--- src/rtl/cache_controller_pkg.sv ---
// Shared constants and state type for the cache controller slice.
// Address layout: tag [14:12], set index [11:2], word offset [1:0].
package cache_controller_pkg;

    localparam int WORD_LENGTH = 32;
    localparam int SETS        = 1024;
    localparam int IDX_START   = 2;
    localparam int IDX_END     = 11;
    localparam int TAG_START   = 12;
    localparam int TAG_END     = 14;
    localparam int OFF_W       = 2;
    localparam logic VALID     = 1'b1;

    typedef enum logic [2:0] {
        S_IDLE,
        S_LOOKUP,
        S_FETCH,
        S_FILL,
        S_RESPOND
    } state_t;

endpackage

--- src/rtl/cache_controller_line_fill_buffer.sv ---
// Four-word line assembly register file.
// Provides one selected word plus all four words in parallel.
module line_fill_buffer
    import cache_controller_pkg::*;
#(
    parameter int WORD_W = 32
) (
    input  logic              clk,
    input  logic              rst,
    input  logic              we,
    input  logic [OFF_W-1:0]  widx,
    input  logic [WORD_W-1:0] wdata,
    input  logic [OFF_W-1:0]  ridx,
    output logic [WORD_W-1:0] rdata,
    output logic [WORD_W-1:0] w0,
    output logic [WORD_W-1:0] w1,
    output logic [WORD_W-1:0] w2,
    output logic [WORD_W-1:0] w3
);

    logic [WORD_W-1:0] words [4];

    always_ff @(posedge clk or posedge rst) begin
        if (rst) begin
            for (int unsigned i = 0; i < 4; i++) words[i] <= '0;
        end else if (we) begin
            words[widx] <= wdata;
        end
    end

    always_comb begin
        rdata = words[ridx];
        w0    = words[0];
        w1    = words[1];
        w2    = words[2];
        w3    = words[3];
    end

endmodule

--- src/rtl/cache_controller.sv ---
// Read-only direct-mapped cache sequencer: lookup, line burst on miss,
// single-cycle fill strobe, then one-cycle response pulse to the CPU.
module cache_controller
    import cache_controller_pkg::*;
#(
    parameter int ADDR_W     = 15,
    parameter int WORD_W     = WORD_LENGTH,
    parameter int LINE_WORDS = 4,
    parameter int CNT_W      = 16
) (
    input  logic              clk,
    input  logic              rst,
    input  logic              cpu_req,
    input  logic [ADDR_W-1:0] cpu_addr,
    output logic              cpu_ready,
    output logic [WORD_W-1:0] cpu_data,
    output logic [ADDR_W-1:0] cache_addr,
    input  logic              cache_hit,
    input  logic [WORD_W-1:0] cache_data,
    output logic              cache_write,
    output logic [WORD_W-1:0] fill_w0,
    output logic [WORD_W-1:0] fill_w1,
    output logic [WORD_W-1:0] fill_w2,
    output logic [WORD_W-1:0] fill_w3,
    output logic              mem_rd,
    output logic [ADDR_W-1:0] mem_addr,
    input  logic [WORD_W-1:0] mem_data,
    input  logic              mem_ready,
    output logic [CNT_W-1:0]  hit_count,
    output logic [CNT_W-1:0]  miss_count
);

    state_t            state, nstate;
    logic [ADDR_W-1:0] req_addr;
    logic [OFF_W-1:0]  word_cnt;
    logic              last_beat;
    logic              buf_we;
    logic [WORD_W-1:0] buf_rdata, buf_w0, buf_w1, buf_w2, buf_w3;
    logic [WORD_W-1:0] hold_w0, hold_w1, hold_w2, hold_w3;

    assign buf_we    = (state == S_FETCH) && mem_ready;
    assign last_beat = (word_cnt == OFF_W'(LINE_WORDS - 1));

    line_fill_buffer #(.WORD_W(WORD_W)) u_buf (
        .clk   (clk),
        .rst   (rst),
        .we    (buf_we),
        .widx  (word_cnt),
        .wdata (mem_data),
        .ridx  (req_addr[OFF_W-1:0]),
        .rdata (buf_rdata),
        .w0    (buf_w0),
        .w1    (buf_w1),
        .w2    (buf_w2),
        .w3    (buf_w3)
    );

    always_ff @(posedge clk or posedge rst) begin
        if (rst) state <= S_IDLE;
        else     state <= nstate;
    end

    always_comb begin
        nstate = state;
        case (state)
            S_IDLE:    if (cpu_req) nstate = S_LOOKUP;
            S_LOOKUP:  nstate = cache_hit ? S_RESPOND : S_FETCH;
            S_FETCH:   if (mem_ready && last_beat) nstate = S_FILL;
            S_FILL:    nstate = S_RESPOND;
            S_RESPOND: nstate = S_IDLE;
            default:   nstate = S_IDLE;
        endcase
    end

    // Fill words pass straight from the buffer during FILL and are then held,
    // so the next burst can overwrite the buffer without disturbing fill_w*.
    always_comb begin
        mem_rd      = (state == S_FETCH);
        cache_write = (state == S_FILL);
        cpu_ready   = (state == S_RESPOND);
        fill_w0     = (state == S_FILL) ? buf_w0 : hold_w0;
        fill_w1     = (state == S_FILL) ? buf_w1 : hold_w1;
        fill_w2     = (state == S_FILL) ? buf_w2 : hold_w2;
        fill_w3     = (state == S_FILL) ? buf_w3 : hold_w3;
    end

    always_ff @(posedge clk or posedge rst) begin
        if (rst) begin
            req_addr   <= '0;
            cache_addr <= '0;
            cpu_data   <= '0;
            mem_addr   <= '0;
            word_cnt   <= '0;
            hit_count  <= '0;
            miss_count <= '0;
            hold_w0    <= '0;
            hold_w1    <= '0;
            hold_w2    <= '0;
            hold_w3    <= '0;
        end else begin
            case (state)
                S_IDLE: begin
                    if (cpu_req) begin
                        req_addr   <= cpu_addr;
                        cache_addr <= cpu_addr;
                    end
                end
                S_LOOKUP: begin
                    if (cache_hit) begin
                        cpu_data  <= cache_data;
                        hit_count <= hit_count + 1'b1;
                    end else begin
                        miss_count <= miss_count + 1'b1;
                        word_cnt   <= '0;
                        mem_addr   <= {req_addr[ADDR_W-1:OFF_W], {OFF_W{1'b0}}};
                    end
                end
                S_FETCH: begin
                    if (mem_ready && !last_beat) begin
                        word_cnt <= word_cnt + 1'b1;
                        mem_addr <= {req_addr[ADDR_W-1:OFF_W], word_cnt + 1'b1};
                    end
                end
                S_FILL: begin
                    cpu_data   <= buf_rdata;
                    cache_addr <= req_addr;
                    hold_w0    <= buf_w0;
                    hold_w1    <= buf_w1;
                    hold_w2    <= buf_w2;
                    hold_w3    <= buf_w3;
                end
                default: ;
            endcase
        end
    end

endmodule

--- config.mk ---
export PLATFORM = sky130hd
export DESIGN_NAME = cache_controller
export DESIGN_NICKNAME = d
export VERILOG_FILES = /design/src/rtl/cache_controller_pkg.sv /design/src/rtl/cache_controller_line_fill_buffer.sv /design/src/rtl/cache_controller.sv
export SDC_FILE = /design/constraint.sdc
export NUM_CORES = 1
export LEC_CHECK = 0
export ABC_AREA = 1
export CAP_MARGIN = 20
export CORE_ASPECT_RATIO = 1.4
export CORE_MARGIN = 10
export CORE_UTILIZATION = 50
export DETAILED_ROUTE_END_ITERATION = 10
export MAX_ROUTING_LAYER = met4
export PLACE_DENSITY = 0.78
export SYNTH_ARGS = -nofsm -noshare
export SYNTH_HDL_FRONTEND = slang
export SYNTH_SLANG_ARGS = --single-unit
export TNS_END_PERCENT = 10
--- constraint.sdc ---
create_clock -name clk -period 20.9 [get_ports clk]
set_input_delay 3.135 -clock clk [delete_from_list [all_inputs] [get_ports clk]]
set_output_delay 3.135 -clock clk [all_outputs]
set_load 0.005 [all_outputs]
# Word level (Yosys, flattened, before mapping)
# Index checks and enable logic that the tools add are counted.
# classes
add_sub_neg	3
bitwise_logic	3
reduce_logical	16
magnitude_cmp	3
mul	0
n_eq_ne	10
n_shift	0
div	0
mux	24
# op_table
cell	count
2-to-1 mux 32 bit	8
bitwise mux 128 bit	1
binary-select mux 32 bit (select 2 bit)	1
demux 32 bit (select 2 bit)	1
case mux 32 bit (2 select lines)	1
case mux 15 bit (2 select lines)	2
2-to-1 mux 15 bit	3
adder 16 x 1 -> 16 bit (second input constant)	2
case mux 3 bit (4 select lines)	1
AND reduction 2 bit	6
2-to-1 mux 3 bit	3
== test 3 x 2 -> 1 bit (second input constant)	2
>= comparator 3 bit (second input constant)	2
inequality test 2 bit (second input constant)	3
inverter 2 -> 3 bit	2
nonzero test 2 bit	3
logical AND 1 bit	4
2-to-1 mux 2 bit	2
inequality test 2 x 1 -> 1 bit (second input constant)	2
case mux 2 bit (2 select lines)	1
== test 3 x 1 -> 1 bit (second input constant)	1
== test 3 bit (second input constant)	1
logical NOT 3 bit	1
< comparator 3 x 1 -> 1 bit (second input constant)	1
other kinds (5)	5
# totals
mem_count	0
latch_bits	0
ff_bits	370
output_inout_bits	225
elab_cells	75
rom_bits	0
ram_bits	0

# Longest topological paths before layout
# logic_depth
word_depth	6
ltp_mapped	8

# Hierarchy
# A second synthesis with hierarchy kept.
# unflattened
cells_unflattened	2078
area_unflattened_um2	16741.1
# modules_own_cells
module	area_each_um2	cells_each	instances	seq_area_each_um2
cache_controller	9838.2	1141	1	6005.8
line_fill_buffer	6902.9	937	1	3203.1

# Worst setup path after synthesis
# OpenSTA, ideal clock, no wires.
# synth_path
path_kind	flip-flop to output port
startpoint	register state[2]
endpoint	output fill_w0[31]
path_stages_with_launch	7
slack_ns	16.517
path_buffers	3
arrival_time_ns	1.248
t_required_ns	17.765
path_cell_list	dfrtp_1 > inv_2 > nand3_1 > buf_2 > buf_6 > buf_2 > o21ai_0
# synth_between
elab_chain_len	2
# synth_lines
item	line_no	source
start, declared	cache_controller.sv:33	state_t state, nstate;
start signal, assigned	cache_controller.sv:60	else state <= nstate;
== test 3 x 2 -> 1 bit	cache_controller.sv:81	fill_w0 = (state == S_FILL) ? buf_w0 : hold_w0;
2-to-1 mux 32 bit	-	
end, declared	cache_controller.sv:21	output logic [WORD_W-1:0] fill_w0,
# Every way passes these cells.

# Final worst setup path
# layout_path
startpoint	register state[0]
endpoint	output fill_w3[2]
# layout_between
elab_chain_len	2
# layout_lines
item	line_no	source
== test 3 x 2 -> 1 bit	cache_controller.sv:84	fill_w3 = (state == S_FILL) ? buf_w3 : hold_w3;
2-to-1 mux 32 bit	-	
end, declared	cache_controller.sv:24	output logic [WORD_W-1:0] fill_w3,
# Every way passes these cells.

==> flow_results.org <==
** Placed design
- DP HPWL :: 29.7 mm
- Before CTS, the worst setup slack after placement is 14.86 ns.
- At the end of routability-driven placement, the weighted congestion stood at 0.883.
- In this run the cell area measured after placement is approximately 19,000 um^2.
- Buffers added on ports :: around 300
- Including well taps, the total number of placed cells is 2,333.

** Setup path
- By startpoint and endpoint, the worst setup path is classified as reg -> out.
- Buffers plus inverters on the worst setup path :: 3
- Critical Path Source :: state[0]$_DFFE_PP0P_
- Slowest cell on the critical path :: buf_4
- The startpoint identified for the worst register-to-register timing path is state[0]$_DFFE_PP0P_.
- Endpoint of the worst-slack reg-to-reg timing path :: cpu_data[2]$_DFFE_PP0P_
- In this run the worst setup path terminates at fill_w3[2].
- Slowest cell delay on critical path :: roughly 0.75 ns
- Largest fanout on the critical path :: 91
- Cell repeated most along the worst path :: buf_4
- Cell-by-cell listing of the critical path :: nand3_4 > buf_4 > buf_4 > nand2_1 > o21ai_0 > clkdlybuf4s50_1
- Type of destination of the critical path :: output pin
- Worst path required time :: around 18 ns
- Kind of cell adding the most delay to the critical path :: buffers and inverters
- Data on the critical path arrives at its endpoint at between 3 and 4 ns.
- Cell count of the worst reg-to-reg path :: 7
- Cell count along the critical path :: 6
- Critical Path Source Type :: flop
- Flop2flop setup slack :: about 18 ns

** Floorplanning
- Cell Rows :: 75
- Area of the core :: approximately 30,000 um^2
- Die Span X :: ~170 um
- Once the floorplan was initialized, standard cells occupied just over 50% of the core.
- For this design the top-level I/O count stands at approximately 310.
- In this run the vertical extent of the chip is 227 um.
- Die area :: between 30,000 and 40,000 um^2

** Global route
- GRT Residual Overflow :: 0
- Antenna violations before repair :: 2
- Overall global routing resource usage :: 23.8%
- First-pass GRT wire length :: between 70 and 80 mm
- Maximum number of pins on one net before global-route repair :: between 150 and 200
- The via count of the first global-routing pass came to about 13k.

** CTS
- The clock passes through at most 3 buffers.
- Postcts setup bufs :: 0
- After clock tree synthesis, the flow added hold-fix buffers numbering 0.
- Htree depth :: 2
- Clock latency on the worst-skew pair :: 0.54 ns
- After clock tree synthesis, the clock-pin slew on the worst setup and hold paths is 0.06 ns.
- Post-CTS Resized :: 0
- CTS tree :: built
- Sink Count :: ~370
- TritonCTS created 38 clock buffers.
- Cell chosen for the clock root :: clkbuf_16

** Logic synthesis
- Adder and majority cell fraction of the synthesized area :: less than 1%
- Dividing the synthesized area by the synthesized cell count gives about 8.9 um^2.
- After synthesis, the share of cell area in mux cells is 0%.
- Synthesis inferred 368 register bits.
- Summed over its instances, the top area cell type makes up between 60% and 70% of the synthesized netlist area.
- The cell count after synthesis came out at between 1.5k and 2k.
- Dominant combinational cell family by area after synthesis :: simple AND/OR/NAND/NOR gates
- The biggest area contributor in the post-synthesis netlist is dfrtp_1.
- Synth cell types :: 27
- Simple-gate share of the synthesized area :: between 10% and 20%
- The synthesized netlist devotes between 10% and 20% of its cell area to compound gates.
- Cell types occupying the most area after synthesis :: dfrtp_1, nand2_1, o21ai_0
- Parity-gate share of the synthesized area counting xor and xnor cells :: 1.09%
- YS warnings :: 0
- The number of nets in the synthesized netlist is approximately 1.8k.
- The synthesized netlist occupies a cell area of 15,300 um^2.
- Of the synthesized area, sequential elements account for 60.2%.

** Min path
- The worst hold path belongs to the class reg -> reg.

** Timing
- The clock period could shrink to approximately 6.7 ns.
- After routing, the total negative slack on setup checks comes to 0 ns.
- At the pin with the least slew margin, the transition time is about 1.0 ns.
- Setup slack after layout :: around 14 ns
- Max frequency :: 150 MHz
- Rel. slew slack :: 30.0%
- Period utilisation layout :: 31.8%
- The final hold violation count came to 0.
- Number of max-slew violations in the final report :: 0
- Final number of setup-violating endpoints :: 0
- Max Clock Skew :: 0.0143 ns
- Setup repair after global routing left no endpoint under its margin.

** Layout
- Compared with the post-synthesis result, the final layout area differs by 29.8%.
- Counting the fill cells in the layout gives ~2.4k.
- Most common library cell in the layout ignoring fill and taps :: nand2_1
- Final Cell Area :: between 15,000 and 20,000 um^2
- Share of layout cells above drive strength 1 :: about 4.6%
- FF/Latch Area :: roughly 9200 um^2
- At the end of the flow, the number of nets in the layout was 2,078.
- Final instance count without filler cells :: 2,402
- Area used by multi-input combinational logic :: between 5000 and 6000 um^2
- Most used cells in the layout excluding fill and tap cells :: nand2_1, dfrtp_1, clkdlybuf4s50_1

** Pwr
- Internal power :: around 1.9 mW
- Worst vdd rail ir drop :: between 80 and 90 uV
- Summed over all nets, the switching power comes to between 0.9 and 1 mW.
- The analysis attributes to cell leakage a power of ~9.2 nW.
- Net switching is 34.3% of the power.
- Power spread over the standard cell area amounts to about 140 nW/um^2.
- Of the total power, registers draw 39.5%.
- Per report_power, the clock group accounts for between 20% and 30% of the total.
- Combinational cells account for a little over a third of the total power.

** Detailed routing
- Antenna violation net count after detailed routing :: 0
- Wirelength per Cell :: 18.7 um
- Final wirelength :: between 40 and 50 mm
- After detailed routing, the number of vias per cell comes to 5.31.
- Detailed-routing iteration count for the pre-antenna-repair pass :: 6
- For this run, design rule violations remaining after detail routing come to 0.
- Vias post-DR :: around 13k
- The detailed router finished its first iteration with between 1k and 1.5k violations.

** Run status
- Status :: complete, no violations

** Job
- Across the run, the number of max-cap violations was 0.
-- worst min-delay path, stage by stage, from the launching register on --
cell and delay (ns):
dfrtp_1 0.32, nand2_1 0.05, nand2_1 0.07
-- routing by layer --
| metal | GRT usage, % | vias up | part of all wire, % |
|---|---|---|---|
| met5 | - | - | 0 |
| met4 | 8.92 | 0 | 3.3 |
| met3 | 4.73 | 87 | 6.2 |
| met2 | 38.9 | 425 | 50 |
| met1 | 28.7 | 6183 | 40 |
| li1 | - | 6055 | - |
-- worst min-delay path by stage --
stage                                   startpoint                  endpoint  slack, ns  cells after the start
after CTS                    hold_w2[18]$_DFF_PP0_     hold_w2[18]$_DFF_PP0_       0.48                      2
after floorplan           req_addr[14]$_DFFE_PP0P_  req_addr[14]$_DFFE_PP0P_       0.45                      2
after global routing         hold_w2[18]$_DFF_PP0_     hold_w2[18]$_DFF_PP0_       0.50                      2
after detailed placement     hold_w2[18]$_DFF_PP0_     hold_w2[18]$_DFF_PP0_       0.46                      2
after global placement       hold_w2[22]$_DFF_PP0_     hold_w2[22]$_DFF_PP0_       0.46                      2
final                        hold_w0[18]$_DFF_PP0_     hold_w0[18]$_DFF_PP0_       0.47                      2
-- area by class of cell --
class                           count  share of cell area, %
Sequential cell                   368                   46.4
Multi-Input combinational cell   1118                   25.7
Timing Repair Buffer              321                   16.1
Clock buffer                       61                   6.15
Inverter                          141                   2.71
Tap cell                          385                   2.43
Clock inverter                      6                  0.416
Antenna cell                        2                 0.0252
-- sequential cells by signal, indices dropped and copies added, names as in the netlist --
register / flops
cache_addr: 15
u_buf.w1: 32
state: 3
hold_w0: 32
hold_w1: 32
u_buf.w0: 32
cpu_data: 32
hold_w2: 32
miss_count: 16
req_addr: 15
u_buf.w3: 32
hold_w3: 32
mem_addr: 15
hit_count: 16
u_buf.w2: 32
-- power groups by stage --
stage	logic (mW)	clock network (mW)	registers, mW
detailed placement	1.02	0	1.13
finish	1.02	0.699	1.12
floorplan	0.522	0	1.09
CTS	1.03	0.712	1.12
global route	1.14	0.741	1.15
global placement	0.997	0	1.12
-- Yosys cell counts (all sizes together) --
library cell / number
a21oi: 65
nor2: 62
buf: 56
nand2: 579
ha: 6
xnor2: 7
o21ai: 291
clkbuf: 42
inv: 140
nand4: 7
o211ai: 45
dfrtp: 368
clkinv: 1
nor3: 5
nand3b: 5
o221ai: 1
nand3: 33
xor2: 12
-- cells by family (layout without fill, tap and decap cells) --
logic type | count (synthesis) | after routing
compound gates | 402 | 402
xor+xnor | 19 | 19
fa+ha+maj | 6 | 6
buf+inv | 239 | 529
flops | 368 | 368
other cells | 0 | 2
simple gates | 691 | 691
-- through the flow --
| stage | utilization (%) | hold WS (ns) | power (mW) |
|---|---|---|---|
| floorplan | - | 0.453 | 1.61 |
| global placement | 61.7 | 0.458 | 2.12 |
| detailed placement | 61.7 | 0.460 | 2.15 |
| CTS | 66.1 | 0.478 | 2.87 |
| global route | 66.1 | 0.501 | 3.04 |
| finish | 66.1 | 0.474 | 2.84 |
Note: power is estimated with default switching activity, not from simulation.
==> RTL edit 1: new RTL, same flow settings <==
Reset style: synchronous (`rst`), changed in 3 clocked blocks.
--- a/src/rtl/cache_controller_line_fill_buffer.sv
+++ b/src/rtl/cache_controller_line_fill_buffer.sv
@@ -21,5 +21,5 @@
     logic [WORD_W-1:0] words [4];
 
-    always_ff @(posedge clk or posedge rst) begin
+    always_ff @(posedge clk) begin
         if (rst) begin
             for (int unsigned i = 0; i < 4; i++) words[i] <= '0;
--- a/src/rtl/cache_controller.sv
+++ b/src/rtl/cache_controller.sv
@@ -56,5 +56,5 @@
     );
 
-    always_ff @(posedge clk or posedge rst) begin
+    always_ff @(posedge clk) begin
         if (rst) state <= S_IDLE;
         else     state <= nstate;
@@ -85,5 +85,5 @@
     end
 
-    always_ff @(posedge clk or posedge rst) begin
+    always_ff @(posedge clk) begin
         if (rst) begin
             req_addr   <= '0;
Function: differs if rst is asserted again (counterexample within 4 cycles, from zero or initial values and one cycle with rst high); with rst held inactive, the same outputs for 4 cycles.
==> RTL edit 1 against the original RTL <==
Maximum frequency is 10% lower; sequential share of layout area down 2.9 points; register-to-register slack got worse by 1100 ps; critical path depth increased by 3; highest routed layer unchanged; area after synthesis rose by 1.7%; non-clock buffer count shrank 4; clock skew rose by 13 ps; routed wire length grew 9.5%; worst setup slack got worse by 770 ps; cell area up 0.55%; sequential cell count grew 2.
Power is not compared: it rests on default switching activity, and its combinational part moved more than twofold at a synthesized area within 25%.
==> RTL edit 1: results (changes against the original RTL) <==
Netlist cell types=28 (+3.7%); GR Util met1=28.4% (-0.35 points); run status=complete, no violations; Post-layout nets=2239 (+7.7%); FFs w/ async S/R, synth=0% (-100 points); vias per cell=5.38 (+1.3%); HPWL Detailed=32400 um (+9.1%); Synth top cells by count=nand2_1 (303), nor2_1 (294), dfxtp_1 (242), inv_1 (226), o21ai_0 (144); WL per Instance=19.1 um (+2.3%); die area=38600 um2 (+1.5%); share of layout cells above drive strength 1=9.83% (+5.3 points); largest net degree at the start of global routing=110 (-39%); Fill cells=2549 (+5.8%); Total GRT Usage=25.0% (+1.2 points); DRT Pass-1 Iters=5 (-1); Slew @ Worst Pin=982 ps (-65.5 ps); min-delay src=mem_addr[8]; TritonCTS Buffers=36 (-5.3%); placed insts=2504 (+7.3%); first-pass GRT wire length=75300 um (+5.7%); largest cells by area after synthesis=dfxtp_1 (31%), edfxtp_1 (25%), nand2_1 (7.3%); final non-filler cell total=2569 (+7.0%); register area share after synthesis=55.9% (-4.4 points); met3 GRT Util=5.87% (+1.1 points); EDFF count, synth=128 (+128); crit path max fanout=107 (+18%)
## RTL edit 1: cell types whose count changed after synthesis, moves of 127 or more
cell,delta
or2_2,+127
edfxtp_1,+128
dfxtp_1,+242
dfrtp_1,-368
o21ai_0,-134
nor2_1,+238
nand2_1,-273
## RTL edit 1: metrics by stage
step | utilization, % | area [um2] | setup WS, ps | total power, mW
2_1_floorplan | - | 15500 | 14480 | 0.918
3_3_place_gp | 61.0 | 18700 | 13960 | 1.03
3_5_place_dp | 61.1 | 18800 | 13950 | 1.04
4_1_cts | 64.9 | 19900 | 13480 | 1.69
5_1_grt | 65.0 | 20000 | 13190 | 1.74
6_report | 65.0 | 20000 | 13470 | 1.68
## RTL edit 1: kinds of logic after synthesis
kind of cell	share of synthesized area, %
AND/OR/NAND/NOR	25.6
AO/OA/AOI/OAI	9.55
flip-flops	55.9
adder cells (fa/ha/maj)	0.241
buffers and inverters	8.67
XOR/XNOR	0.0563
## RTL edit 1: worst max path at each step
stage,end,slack [ps],startpoint
after global placement,u_buf.words[1][10],13960,mem_ready
final,fill_w3[29],13470,state[0]
after global routing,fill_w3[5],13190,state[0]
after CTS,fill_w3[13],13480,state[0]
after detailed placement,u_buf.words[1][10],13950,mem_ready
after floorplan,u_buf.words[2][0],14480,rst
## RTL edit 1: critical path, cell delays in order (launching register included)
cell	delay (ps)
dfxtp_1	400
inv_2	50
nor2_2	180
nand2_4	480
inv_4	710
buf_4	800
or2_2	230
o21ai_0	110
inv_1	110
clkdlybuf4s50_1	560
## RTL edit 1: layer usage
metal,vias up,routed length [um]
li1,6602,-
met1,6542,18700
met2,556,24400
met3,113,3930
met4,0,2010
met5,-,0
## RTL edit 1: power breakdown
group	total (mW)	internal (mW)	switching [mW]
Combinational	0.224	0.0996	0.124
Sequential	0.802	0.779	0.0226
Clock	0.658	0.380	0.278
## RTL edit 1: final cells by class
class / count / area (um2) / share of cell area, %
sequential: 370 / 8690 / 43.6
multi-input combinational: 1197 / 5550 / 27.8
timing repair buffer: 317 / 3160 / 15.9
clock buffer: 51 / 1060 / 5.32
inverter: 230 / 866 / 4.34
tap: 390 / 488 / 2.45
clock inverter: 13 / 126 / 0.633
antenna: 1 / 2.50 / 0.0125
==> RTL edit 2: new RTL, same flow settings <==
Made on the original files. Set the parameter `CNT_W` to 14 (it was 16).
--- a/src/rtl/cache_controller.sv
+++ b/src/rtl/cache_controller.sv
@@ -7,5 +7,5 @@
     parameter int WORD_W     = WORD_LENGTH,
     parameter int LINE_WORDS = 4,
-    parameter int CNT_W      = 16
+    parameter int CNT_W      = 14
 ) (
     input  logic              clk,
Ports: changed (resized hit_count and miss_count); port bits go from 309 to 305. No check against the original RTL was run, so the function may have changed too.
==> RTL edit 2 against the original RTL <==
Cell count down 0.96%; area after synthesis down 1.3%; critical endpoint is now fill_w2[28]; highest routed layer unchanged; clock power down 7.9%; worst setup slack worse by 350 ps; power down 2.7%; sequential cell count down 4; core utilization down 0.74 points; cell area down 1.7%; synthesized cell count down 0.87%; routed wire length down 4.3%.
==> RTL edit 2: results (changes against the original RTL) <==
run status=complete, no violations; Slowest-stage cell, CP=clkinv_2; slowest cell delay on critical path=670 ps (-80 ps); Leak=9.02 nW (-2.0%); DR iter-0 viols=1010 (-8.2%); arrival time worst endpoint=3870 ps (+350 ps); reg-to-reg endpoint=cpu_data[28]; Total GRT Usage=22.9% (-0.88 points); Worst Clk Skew=17.1 ps (+2.75 ps); Worst-Skew Late Latency=520 ps (-20 ps); Synth top cells by count=nand2_1 (572), dfrtp_1 (364), o21ai_0 (253), inv_1 (139), a21oi_1 (65); first-pass GRT wire length=68700 um (-3.6%); Post-layout nets=2057 (-1.0%); hold endpoint=hold_w0[10]; Fin Hold WS=474 ps (+0.566 ps); TritonCTS Buffers=36 (-5.3%); largest net degree at the start of global routing=174 (-2.8%); register area share after synthesis=60.4% (+0.12 points); largest cells by area after synthesis=dfrtp_1 (60%), nand2_1 (14%), o21ai_0 (8.4%); crit path max fanout=62 (-32%); Reg2Reg Depth=6 (-1); Slew @ Worst Pin=1000 ps (-45.5 ps); DRT Pass-1 Iters=5 (-1); share of layout cells above drive strength 1=4.11% (-0.45 points); min-delay src=hold_w0[10]; HPWL Detailed=28500 um (-4.2%); I/O Buffers=304 (-1.3%); Int Pwr=1.82 mW (-2.9%); WL per Instance=18.0 um (-3.4%); Reg-to-Reg Start=state[2]; vias per cell=5.29 (-0.27%); antenna violations before repair=3 (+1); GPL Wtd Cong=0.827 (-6.3%); r2r setup slk=17900 ps (-100 ps); Netlist cell types=25 (-7.4%); Mapped Nets=1800 (-0.83%); vias in the first global route=12600 (-3.6%)
## RTL edit 2: changes by cell type after synthesis, sizes merged, moves of 4 or more
| cell | delta |
|---|---|
| xor2 | -8 |
| nand4 | +5 |
| nor2 | -4 |
| dfrtp | -4 |
## RTL edit 2: cell type report
type | count | area [um2]
Clock inverter | 10 | 135
Antenna cell | 1 | 2.50
Fill cell | 2383 | 10300
Sequential cell | 364 | 9110
Inverter | 143 | 546
Clock buffer | 54 | 1030
Multi-Input combinational cell | 1105 | 5030
Tap cell | 385 | 482
Timing Repair Buffer | 317 | 3160
## RTL edit 2: cells by family (layout without fill, tap and decap cells)
family | Yosys count | in the layout | share of synthesized area [%]
buffers and inverters | 241 | 524 | 6.42
xor gates and xnor gates | 14 | 14 | 0.813
and+or+nand+nor | 682 | 682 | 17.8
other | 0 | 1 | 0
AOI/OAI and AO/OA | 403 | 403 | 14.1
DFF | 364 | 364 | 60.4
adders and majority gates | 6 | 6 | 0.498
## RTL edit 2: power groups by stage
stage | Sequential [mW] | Combinational [mW] | Clock [mW]
2_1_floorplan | 1.08 | 0.524 | 0
3_3_place_gp | 1.11 | 0.984 | 0
3_5_place_dp | 1.12 | 1.01 | 0
4_1_cts | 1.11 | 1.02 | 0.653
5_1_grt | 1.14 | 1.13 | 0.682
6_report | 1.11 | 1.01 | 0.644
## RTL edit 2: metal layers
metal  share of wire (%)  global-route usage (%)  wire length [um]  up-vias
li1                    -                       -                 -     5995
met1                  41                    27.3             17400     6113
met2                  50                    38.0             21500      407
met3                 6.2                    4.96              2670       79
met4                 2.9                    7.89              1260        0
met5                   0                       -                 0        -
## RTL edit 2: stage by stage
stage          area [um2]  utilization (%)  worst slack (ps)  std cells
5_1_grt             19500             65.3             13640       2379
3_3_place_gp        18300             61.4             14590       2313
4_1_cts             19500             65.3             13940       2377
3_5_place_dp        18300             61.4             14480       2313
2_1_floorplan       15100                -              7660       1710
6_report            19500             65.3             13890       2379
## RTL edit 2: tightest hold or removal path: stages (launching register included)
cell and delay, ps:
dfrtp_1 320, nand2_1 50, nand2_1 70
## RTL edit 2: worst max-delay path by stage
stage	from	end	slack, ps
finish	state[2]	fill_w2[28]	13890
global route	state[2]	fill_w2[28]	13640
CTS	state[2]	fill_w2[28]	13940
global placement	state[2]	fill_w0[30]	14590
detailed placement	state[2]	fill_w2[27]	14480
floorplan	rst	cache_addr[0]	7660
